==> config.mk <==
export PLATFORM = sky130hd
export DESIGN_NAME = fifo_rd_packer_flat
export DESIGN_NICKNAME = d
export VERILOG_FILES = /design/src/rtl/fifo_rd_packer_if.sv /design/src/rtl/fifo_rd_packer.sv /design/src/flat_wrapper.sv
export SDC_FILE = /design/constraint.sdc
export NUM_CORES = 1
export LEC_CHECK = 0
export CAP_MARGIN = 30
export CORE_UTILIZATION = 30
export CTS_BUF_LIST = sky130_fd_sc_hd__clkbuf_8
export DETAILED_ROUTE_END_ITERATION = 7
export SYNTH_ARGS = -nofsm -noshare
export SYNTH_HDL_FRONTEND = slang
export SYNTH_SLANG_ARGS = --single-unit
==> constraint.sdc <==
create_clock -name clk -period 2.3 [get_ports clk]
set_input_delay 0.575 -clock clk [delete_from_list [all_inputs] [get_ports clk]]
set_output_delay 0.575 -clock clk [all_outputs]
set_load 0.02 [all_outputs]
==> src/rtl/fifo_rd_packer_if.sv <==
// fifo_rd_packer_if: FIFO read port plus packed valid/ready output stream.
// master = packer side, slave = FIFO/downstream side.
// Macro PACKER_FLUSH_EN adds the flush request and out_cnt word count.
`timescale 1ns/1ps
interface fifo_rd_packer_if #(
   parameter int DWIDTH = 16,
   parameter int PACK   = 2
);
   logic                     fifo_empty;
   logic                     rd_en;
   logic [DWIDTH-1:0]        rd_data;
   logic                     out_valid;
   logic                     out_ready;
   logic [PACK*DWIDTH-1:0]   out_data;
`ifdef PACKER_FLUSH_EN
   logic                     flush;
   logic [$clog2(PACK+1)-1:0] out_cnt;

   modport master (
      input  fifo_empty, rd_data, out_ready, flush,
      output rd_en, out_valid, out_data, out_cnt
   );
   modport slave (
      output fifo_empty, rd_data, out_ready, flush,
      input  rd_en, out_valid, out_data, out_cnt
   );
`else
   modport master (
      input  fifo_empty, rd_data, out_ready,
      output rd_en, out_valid, out_data
   );
   modport slave (
      output fifo_empty, rd_data, out_ready,
      input  rd_en, out_valid, out_data
   );
`endif
endinterface

==> src/rtl/fifo_rd_packer.sv <==
// fifo_rd_packer: pops DWIDTH-bit words from a 1-cycle-latency synchronous
// FIFO and packs PACK consecutive words into one output word, first-popped
// word in the least significant slot, delivered on a valid/ready stream.
// Optional macro PACKER_FLUSH_EN: flush input emits a partial word (unused
// upper slots zero) and out_cnt reports the number of valid words.
`timescale 1ns/1ps
module fifo_rd_packer #(
   parameter int DWIDTH = 16,
   parameter int PACK   = 2
) (
   input  logic             clk,
   input  logic             rstn,
   fifo_rd_packer_if.master bus
);
   localparam int CW = $clog2(PACK + 1);
   localparam logic [CW-1:0] W_PACK = CW'(PACK);

   logic [CW-1:0]          r_cnt;       // words captured into r_acc
   logic                   r_pend;      // read issued last cycle, data arrives now
   logic [PACK*DWIDTH-1:0] r_acc;
   logic [PACK*DWIDTH-1:0] r_out_data;
   logic                   r_out_valid;

   logic [CW-1:0]          w_cnt_next;
   logic [PACK*DWIDTH-1:0] w_acc_next;
   logic                   w_free;
   logic                   w_flush;
   logic                   w_full_go;
   logic                   w_flush_go;
   logic                   w_rd_en;

`ifdef PACKER_FLUSH_EN
   logic [CW-1:0]          r_out_cnt;
   assign w_flush = bus.flush;
`else
   assign w_flush = 1'b0;
`endif

   // Never request more than PACK outstanding words; no pops while flushing.
   assign w_rd_en    = rstn && !bus.fifo_empty && !w_flush &&
                       ((r_cnt + CW'(r_pend)) < W_PACK);
   assign w_cnt_next = r_cnt + CW'(r_pend);
   assign w_free     = !r_out_valid || bus.out_ready;
   assign w_full_go  = (w_cnt_next == W_PACK) && w_free;
   // A flush waits for an in-flight capture so that word is not lost.
   assign w_flush_go = w_flush && !r_pend && (r_cnt != '0) && w_free;

   // Drop the returning FIFO word into slot r_cnt of the assembly register.
   always_comb begin
      w_acc_next = r_acc;
      for (int i = 0; i < PACK; i++) begin
         if (r_pend && (r_cnt == CW'(i))) begin
            w_acc_next[i*DWIDTH +: DWIDTH] = bus.rd_data;
         end
      end
   end

   // Capture, completion/flush transfer into the output register, handshake.
   always_ff @(posedge clk or negedge rstn) begin
      if (!rstn) begin
         r_cnt       <= '0;
         r_pend      <= 1'b0;
         r_acc       <= '0;
         r_out_data  <= '0;
         r_out_valid <= 1'b0;
      end else begin
         r_pend <= w_rd_en;
         if (w_full_go) begin
            r_out_data  <= w_acc_next;
            r_out_valid <= 1'b1;
            r_cnt       <= '0;
            r_acc       <= '0;
         end else if (w_flush_go) begin
            r_out_data  <= r_acc;
            r_out_valid <= 1'b1;
            r_cnt       <= '0;
            r_acc       <= '0;
         end else begin
            // A full word waiting on a busy output simply holds at cnt==PACK.
            r_cnt <= w_cnt_next;
            r_acc <= w_acc_next;
            if (bus.out_ready) begin
               r_out_valid <= 1'b0;
            end
         end
      end
   end

`ifdef PACKER_FLUSH_EN
   // Word count travelling with each loaded output word.
   always_ff @(posedge clk or negedge rstn) begin
      if (!rstn) begin
         r_out_cnt <= '0;
      end else if (w_full_go) begin
         r_out_cnt <= W_PACK;
      end else if (w_flush_go) begin
         r_out_cnt <= r_cnt;
      end
   end
   assign bus.out_cnt = r_out_cnt;
`endif

   assign bus.rd_en     = w_rd_en;
   assign bus.out_valid = r_out_valid;
   assign bus.out_data  = r_out_data;

endmodule

==> src/flat_wrapper.sv <==
// flat-port wrapper written by rule: the top's interface ports become plain ports
module fifo_rd_packer_flat 
#(
   parameter int DWIDTH = 16,
   parameter int PACK   = 2
)
  (clk, rstn, bus_fifo_empty, bus_rd_data, bus_out_ready, bus_rd_en, bus_out_valid, bus_out_data);
  fifo_rd_packer_if #(.DWIDTH(DWIDTH), .PACK(PACK)) bus_i ();
  input  logic clk;
  input  logic rstn;
  input wire logic [$bits(bus_i.fifo_empty)-1:0] bus_fifo_empty;
  input wire logic [$bits(bus_i.rd_data)-1:0] bus_rd_data;
  input wire logic [$bits(bus_i.out_ready)-1:0] bus_out_ready;
  output wire logic [$bits(bus_i.rd_en)-1:0] bus_rd_en;
  output wire logic [$bits(bus_i.out_valid)-1:0] bus_out_valid;
  output wire logic [$bits(bus_i.out_data)-1:0] bus_out_data;
  assign bus_i.fifo_empty = bus_fifo_empty;
  assign bus_i.rd_data = bus_rd_data;
  assign bus_i.out_ready = bus_out_ready;
  assign bus_rd_en = bus_i.rd_en;
  assign bus_out_valid = bus_i.out_valid;
  assign bus_out_data = bus_i.out_data;
  fifo_rd_packer #(.DWIDTH(DWIDTH), .PACK(PACK)) u_core (.clk(clk), .rstn(rstn), .bus(bus_i));
endmodule
[Word level (Yosys, flattened, before mapping)]
Cells that the tools add are included.
Operators by class
  equal/unequal tests: 2
  muxes and demuxes: 6
  add/subtract/negate cells: 1
  reduce and logical (&&, ||, !) cells: 10
  $lt $le $gt $ge: 1
Operators with widths (count)
  $mux W16: 2
  $mux W32: 1
  $logic_and A1 B1 Y1: 5
  $add A2 B1 Y2: 1
  $eq A2 B1 Y1 const B: 1
  $eq A2 B2 Y1 const B: 1
  $logic_not A1 Y1: 2
  $logic_not A2 Y1: 1
  $lt A2 B2 Y1 const B: 1
  $mux W1: 2
  $mux W2: 1
  $reduce_bool A2 Y1: 1
  $logic_or A1 B1 Y1: 1
Storage, ports and cells
  input bits: 20
  output and inout port bits: 34
  word-level logic and storage cells: 25
  flip-flop bits (word level): 68

[Logic depth before layout (Yosys ltp)]
Gate-level depths: netlist of the first run.
  word-level depth: 4
  gate-level depth with buffers: 6
  mapped depth without buffers: 4

[Least setup slack after synthesis of the first run]
No wires, ideal clock.
  path kind: reg-to-output
  start point: register u_core.r_pend
  end point: output bus_rd_en
  data arrival time: 1152 ps
  required time: 1725 ps
  path slack: 573 ps
  buffers on the path: 0
  stages on the path, launching flop included: 4
  path through: dfrtp_1 > ha_1 > xnor2_1 > and3b_1
On the way
  cells in the longest elaborated chain, start to end: 3
RTL lines
  start, declared: RTL line fifo_rd_packer.sv:19  | logic r_pend;
  start signal, assigned: RTL line fifo_rd_packer.sv:67  | r_pend <= w_rd_en;
  $add A2 B1 Y2: RTL line fifo_rd_packer.sv:41  | ((r_cnt + CW'(r_pend)) < W_PACK);
  $lt A2 B2 Y1: RTL line fifo_rd_packer.sv:41
  $logic_and A1 B1 Y1: RTL line fifo_rd_packer.sv:40  | assign w_rd_en = rstn && !bus.fifo_empty && !w_flush &&
  end, declared: RTL line flat_wrapper.sv:14  | output wire logic [$bits(bus_i.rd_en)-1:0] bus_rd_en;
Every way passes these cells.

[Worst setup path after layout of the first run]
Ends and elaborated chain as after synthesis.

==> results of run 1 <==
[registers in the layout, summed over array words and instances, names as in the netlist]
signal,flops
u_core.r_pend,1
u_core.bus.out_data,32
u_core.r_acc,32
u_core.bus.out_valid,1
u_core.r_cnt,2
[worst max path at each step]
stage	cells after the start	endpoint	slack, ns
6_report	4	bus_rd_en	0.11
5_1_grt	4	bus_rd_en	0.008
3_3_place_gp	3	bus_rd_en	-0.07
4_1_cts	4	bus_rd_en	0.04
2_1_floorplan	3	bus_rd_en	0.57
3_5_place_dp	3	bus_rd_en	-0.06
[area by class of cell]
| class | instances | area [µm²] | area share |
|---|---|---|---|
| inverters | 32 | 120 | 0.0339 |
| repair buffers | 58 | 576 | 0.162 |
| clock inverters | 4 | 17.5 | 0.00494 |
| flip-flops and latches | 68 | 1700 | 0.480 |
| clock buffers | 11 | 151 | 0.0427 |
| well taps | 108 | 135 | 0.0381 |
| multi-input cells | 105 | 845 | 0.238 |
[logic make-up (layout without fill, tap and decap cells)]
family / Yosys count / count (layout) / share of synthesized area
AOI/OAI and AO/OA: 1 / 1 / 0.00274
xor gates and xnor gates: 1 / 1 / 0.00319
adders and majority gates: 1 / 1 / 0.00456
buffers and inverters: 44 / 105 / 0.0757
DFF: 68 / 68 / 0.620
muxes: 64 / 64 / 0.234
and+or+nand+nor: 38 / 38 / 0.0598
[synth_stat cells]
cell	instances
inv_1	32
dfrtp_1	68
ha_1	1
and3b_1	1
nor3b_1	1
nor2b_1	1
xnor2_1	1
mux2i_1	64
nor3_2	1
clkbuf_1	1
nand3b_1	1
buf_2	4
o21bai_1	1
nor2_1	33
buf_4	4
buf_6	3
[layer usage]
layer	routed length (µm)	track usage
met4	58	0.0455
met2	2330	0.184
met3	254	0.0424
met1	2270	0.148
met5	0	0
[stage by stage]
step,total power [W],area [µm²]
floorplan,0.00312,2740
global placement,0.00386,3380
detailed placement,0.00390,3380
CTS,0.00479,3540
global route,0.00504,3550
finish,0.00469,3550
[power by group]
group / internal (W) / total, W / switching [W] / leakage (nW)
Combinational: 0.000932 / 0.00198 / 0.00105 / 0.696
Sequential: 0.00166 / 0.00186 / 0.000198 / 0.901
Clock: 0.000433 / 0.000848 / 0.000415 / 0.0976
Total: 0.00303 / 0.00469 / 0.00167 / 1.69
==> run metrics, run 1 <==
status finished with violations; failing checks DRC; clock root buffer clkbuf_8; first-pass GRT wire length 8.71 mm; crit-path cells ha_1, xnor2_1, and3b_1, clkdlybuf4s15_1; commonest non-fill, non-tap cells in the layout 68 x dfrtp_1, 64 x mux2i_1, 51 x clkdlybuf4s50_1; max-cap violation count 0; Top Family by Delay on Critical Path flip-flops; CTS Buf Count 9; via/cell ratio 4.33; CTS sink cnt 68; initial antenna violation count 0; Cells after DPL 371; FF-to-FF path depth 6; antenna-violating nets left 0; worst path buffer plus inverter count 1; gr ovfl total 0; Worst EP arrival 1.61 ns; crit path kind reg2out; post-synthesis register bit count 68; Worst Tran Pin Value 0.850 ns; PwrDens 1320 nW/µm²; final setup margin 0.112 ns; final net count 295; WHS 0.479 ns; # rows 34; Syn Nets 238; worst reg2reg endpoint u_core.bus.out_data[5]; post-DR wirelength/cell 12.7 µm; CTS tree yes; drt pass-1 iters 6; CTS Hold Bufs 0; drt drc 8; Slew HR 0.434; P&R area growth vs syn 29.3%; Finished Layout Cells 386; fmax 457 MHz; core footprint 8810 µm²; Tmin final 2.19 ns; Yosys warning count 0; Die Area 9530 µm²; DP Wirelength 2.98 mm; crit path from u_core.r_pend; Setup crit start kind flip-flop; Die W 97.6 µm; Finished Core Util 0.403; Post-CTS Setup Repair Bufs 0; Die Span Y 97.6 µm; CTS clk-pin slew, worst paths 0.07 ns; r2r setup slk 0.55 ns; clock latency on the worst-skew pair 0.33 ns; ant diodes 0; filler cell count 870; Worst path slowest cell dfrtp_1; Critical Path End Type primary output; Max rail drop VDD 597 µV; Post-Syn Area per Cell 12.6 µm²; worst-path maximum fanout 3; gr usage total 0.117; largest cells by area after synthesis dfrtp_1 62%, mux2i_1 23%, nor2_1 4.5%, inv_1 4.4%, buf_6 1.2%; Leak 1.69 nW; worst slack, placed -0.0603 ns; share of the synthesized area in the top cell type 0.620; final setup vio count 0; PortBufs 53; I/O pin total 54; required time of the critical path 1.73 ns; Worst Hold Class in2async; DRT iter0 DRCs 64; clock skew after layout 0.00511 ns; Max Slew Vio Count 0; RePlAce Congestion 0.658; post-synth top area cell dfrtp_1; mapped cell area 2740 µm²; initial core utilization 0.311; slowest cell delay on critical path 0.39 ns; H-tree Lvls 3; Resized Gates After CTS 1; Gate Count Post-Synth 217; clock buffer depth 2; Fin. Hold Viols 0; Netlist cell types 16; Worst R2R Start u_core.r_pend; final setup TNS 0 ns; Tcrit/Tclk final 0.951; RSZ-0062 raised after global routing false; via count 1,670; largest net degree at the start of global routing 69; Post-Route WL 4.91 mm; number of global-route vias before repair 1,816; most common cell after layout, fill and taps aside dfrtp_1; register area share after synthesis 0.620; share of layout cells above drive strength 1 0.0755
No activity file was read; power rests on OpenSTA's default activity.
==> run 2: changes to the inputs <==
--- a/config.mk
+++ b/config.mk
@@ -6,9 +6,11 @@
 export NUM_CORES = 1
 export LEC_CHECK = 0
 export CAP_MARGIN = 30
+export CORE_MARGIN = 2
 export CORE_UTILIZATION = 30
 export CTS_BUF_LIST = sky130_fd_sc_hd__clkbuf_8
 export DETAILED_ROUTE_END_ITERATION = 7
 export SYNTH_ARGS = -nofsm -noshare
 export SYNTH_HDL_FRONTEND = slang
 export SYNTH_SLANG_ARGS = --single-unit
+export TNS_END_PERCENT = 100
==> run 2 against run 1 <==
- the flow now finishes without violations
- power rose by 1.5%
- maximum frequency rose by 4.3%
- clock skew rose by 0.0013 ns
- sequential share of layout area fell by 0.29 points
- count of clock-buffer cells in the layout did not move
- non-clock buffer count rose by 1
- global-route usage fell by 0.73 points
- design area rose by 0.60%
- sequential power barely moved
- register-to-register slack improved by 0.04 ns
- critical path depth did not move
- clock power rose by 6.6%
- critical path type unchanged
- critical endpoint unchanged
==> run metrics, run 2 (synthesized netlist as in run 1, its figures left out) <==
clock root buffer clkbuf_8; DRT iter0 DRCs 45; r2r setup slk 0.59 ns; Max rail drop VDD 397 µV; Die Span Y 99.6 µm; Worst Tran Pin Value 0.862 ns; largest net degree at the start of global routing 69; placed cell area 3380 µm²; gr ovfl total 0; worst slack, placed -0.0653 ns; drt drc 0; clock share of power 0.190; CTS clk-pin slew, worst paths 0.08 ns; CTS tree yes; required time of the critical path 1.73 ns; first-pass GRT wire length 8.54 mm; PortBufs 53; core footprint 8810 µm²; Worst EP arrival 1.52 ns; crit path from u_core.r_pend; initial core utilization 0.311; DP Wirelength 3.13 mm; status finished, final reports clean; Tmin final 2.10 ns; most common cell after layout, fill and taps aside dfrtp_1; gr usage total 0.110; fmax 477 MHz; Leak 1.69 nW; post-DR wirelength/cell 12.9 µm; Logic pwr share 0.419; CTS sink cnt 68; H-tree Lvls 3; Pint 0.00305 W; Tcrit/Tclk final 0.912; Post-Route WL 5.00 mm; Slew HR 0.425; Sw Pwr 0.00171 W; drt pass-1 iters 3; Worst Hold Class in2async; RePlAce Congestion 0.650; via/cell ratio 4.29; met1 usage 0.134; Fin. Hold Viols 0; initial antenna violation count 0; crit path kind reg2out; PwrDens 1330 nW/µm²; final setup margin 0.203 ns; via count 1,663; GR Util met2 0.180; number of global-route vias before repair 1,808; FF-to-FF path depth 6; clock latency on the worst-skew pair 0.33 ns; Finished Cell Area 3570 µm²; # rows 34; ant diodes 0; I/O pin total 54; final net count 296; Switching Fraction 0.359; clock skew after layout 0.00640 ns; CTS Buf Count 9; worst-path maximum fanout 3; filler cell count 885; sequential share of power 0.391; clock buffer depth 2; Max Slew Vio Count 0; commonest non-fill, non-tap cells in the layout 68 x dfrtp_1, 64 x mux2i_1, 51 x clkdlybuf4s50_1; final setup vio count 0; RSZ-0062 raised after global routing false; Worst R2R Start u_core.r_pend; antenna-violating nets left 0; max-cap violation count 0; GRT met3 Usage 0.0443; P&R area growth vs syn 30.1%; Die W 99.6 µm; Die Area 9920 µm²; Critical Path End Type primary output; worst reg2reg endpoint u_core.bus.out_data[22]; Setup crit start kind flip-flop; share of layout cells above drive strength 1 0.0929; GRT busiest layer met2
==> run 2: power groups by stage <==
stage	clock network (W)	logic, W	registers [W]
floorplan	0	0.000939	0.00218
global placement	0	0.00200	0.00188
detailed placement	0	0.00204	0.00188
CTS	0.000958	0.00204	0.00187
global route	0.00100	0.00218	0.00193
finish	0.000904	0.00200	0.00186
==> run 2: timing repair <==
item | in CTS | in global routing
buffers inserted | 0 | 0
cloned | 0 | 0
hold buffers | 0 | 0
gates resized for setup | 2 | 1
endpoints found under the setup margin | 1 | 1
pin swaps | 0 | 0
==> run 2: worst max-delay path, cell delays in order (launching register included) <==
cell and delay (ns):
dfrtp_1 0.40, ha_1 0.21, xnor2_1 0.20, and3b_1 0.21
clkbuf_2 0.17
==> run 2: area by class of cell <==
class	count	area [µm²]	area share
clock buffers	11	151	0.0424
clock inverters	5	36.3	0.0102
inverters	32	120	0.0337
multi-input cells	105	845	0.237
flip-flops and latches	68	1700	0.477
well taps	108	135	0.0379
repair buffers	59	578	0.162
==> run 2: how the worst max path moves through the flow <==
stage | to | slack, ns | cells past startpoint
after floorplan | bus_rd_en | 0.57 | 3
after global placement | bus_rd_en | -0.06 | 3
after detailed placement | bus_rd_en | -0.07 | 3
after CTS | bus_rd_en | 0.02 | 4
after global routing | bus_rd_en | 0.08 | 4
final | bus_rd_en | 0.20 | 4
==> run 2: per-stage QoR <==
step | power (W) | instances | hold WS [ns] | TNS, ns | utilization
finish | 0.00476 | 388 | 0.454 | 0 | 0.405
detailed placement | 0.00392 | 372 | 0.506 | -0.0653 | 0.384
CTS | 0.00487 | 388 | 0.513 | 0 | 0.406
global route | 0.00511 | 388 | 0.538 | 0 | 0.405
global placement | 0.00388 | 372 | 0.498 | -0.0622 | 0.384
floorplan | 0.00312 | 217 | 0.279 | 0 | -
==> run 2: routing by layer <==
layer | up-vias | part of all wire
met5 | - | 0
met4 | 0 | 0.0024
met3 | 2 | 0.055
met2 | 41 | 0.47
met1 | 819 | 0.47
li1 | 801 | -
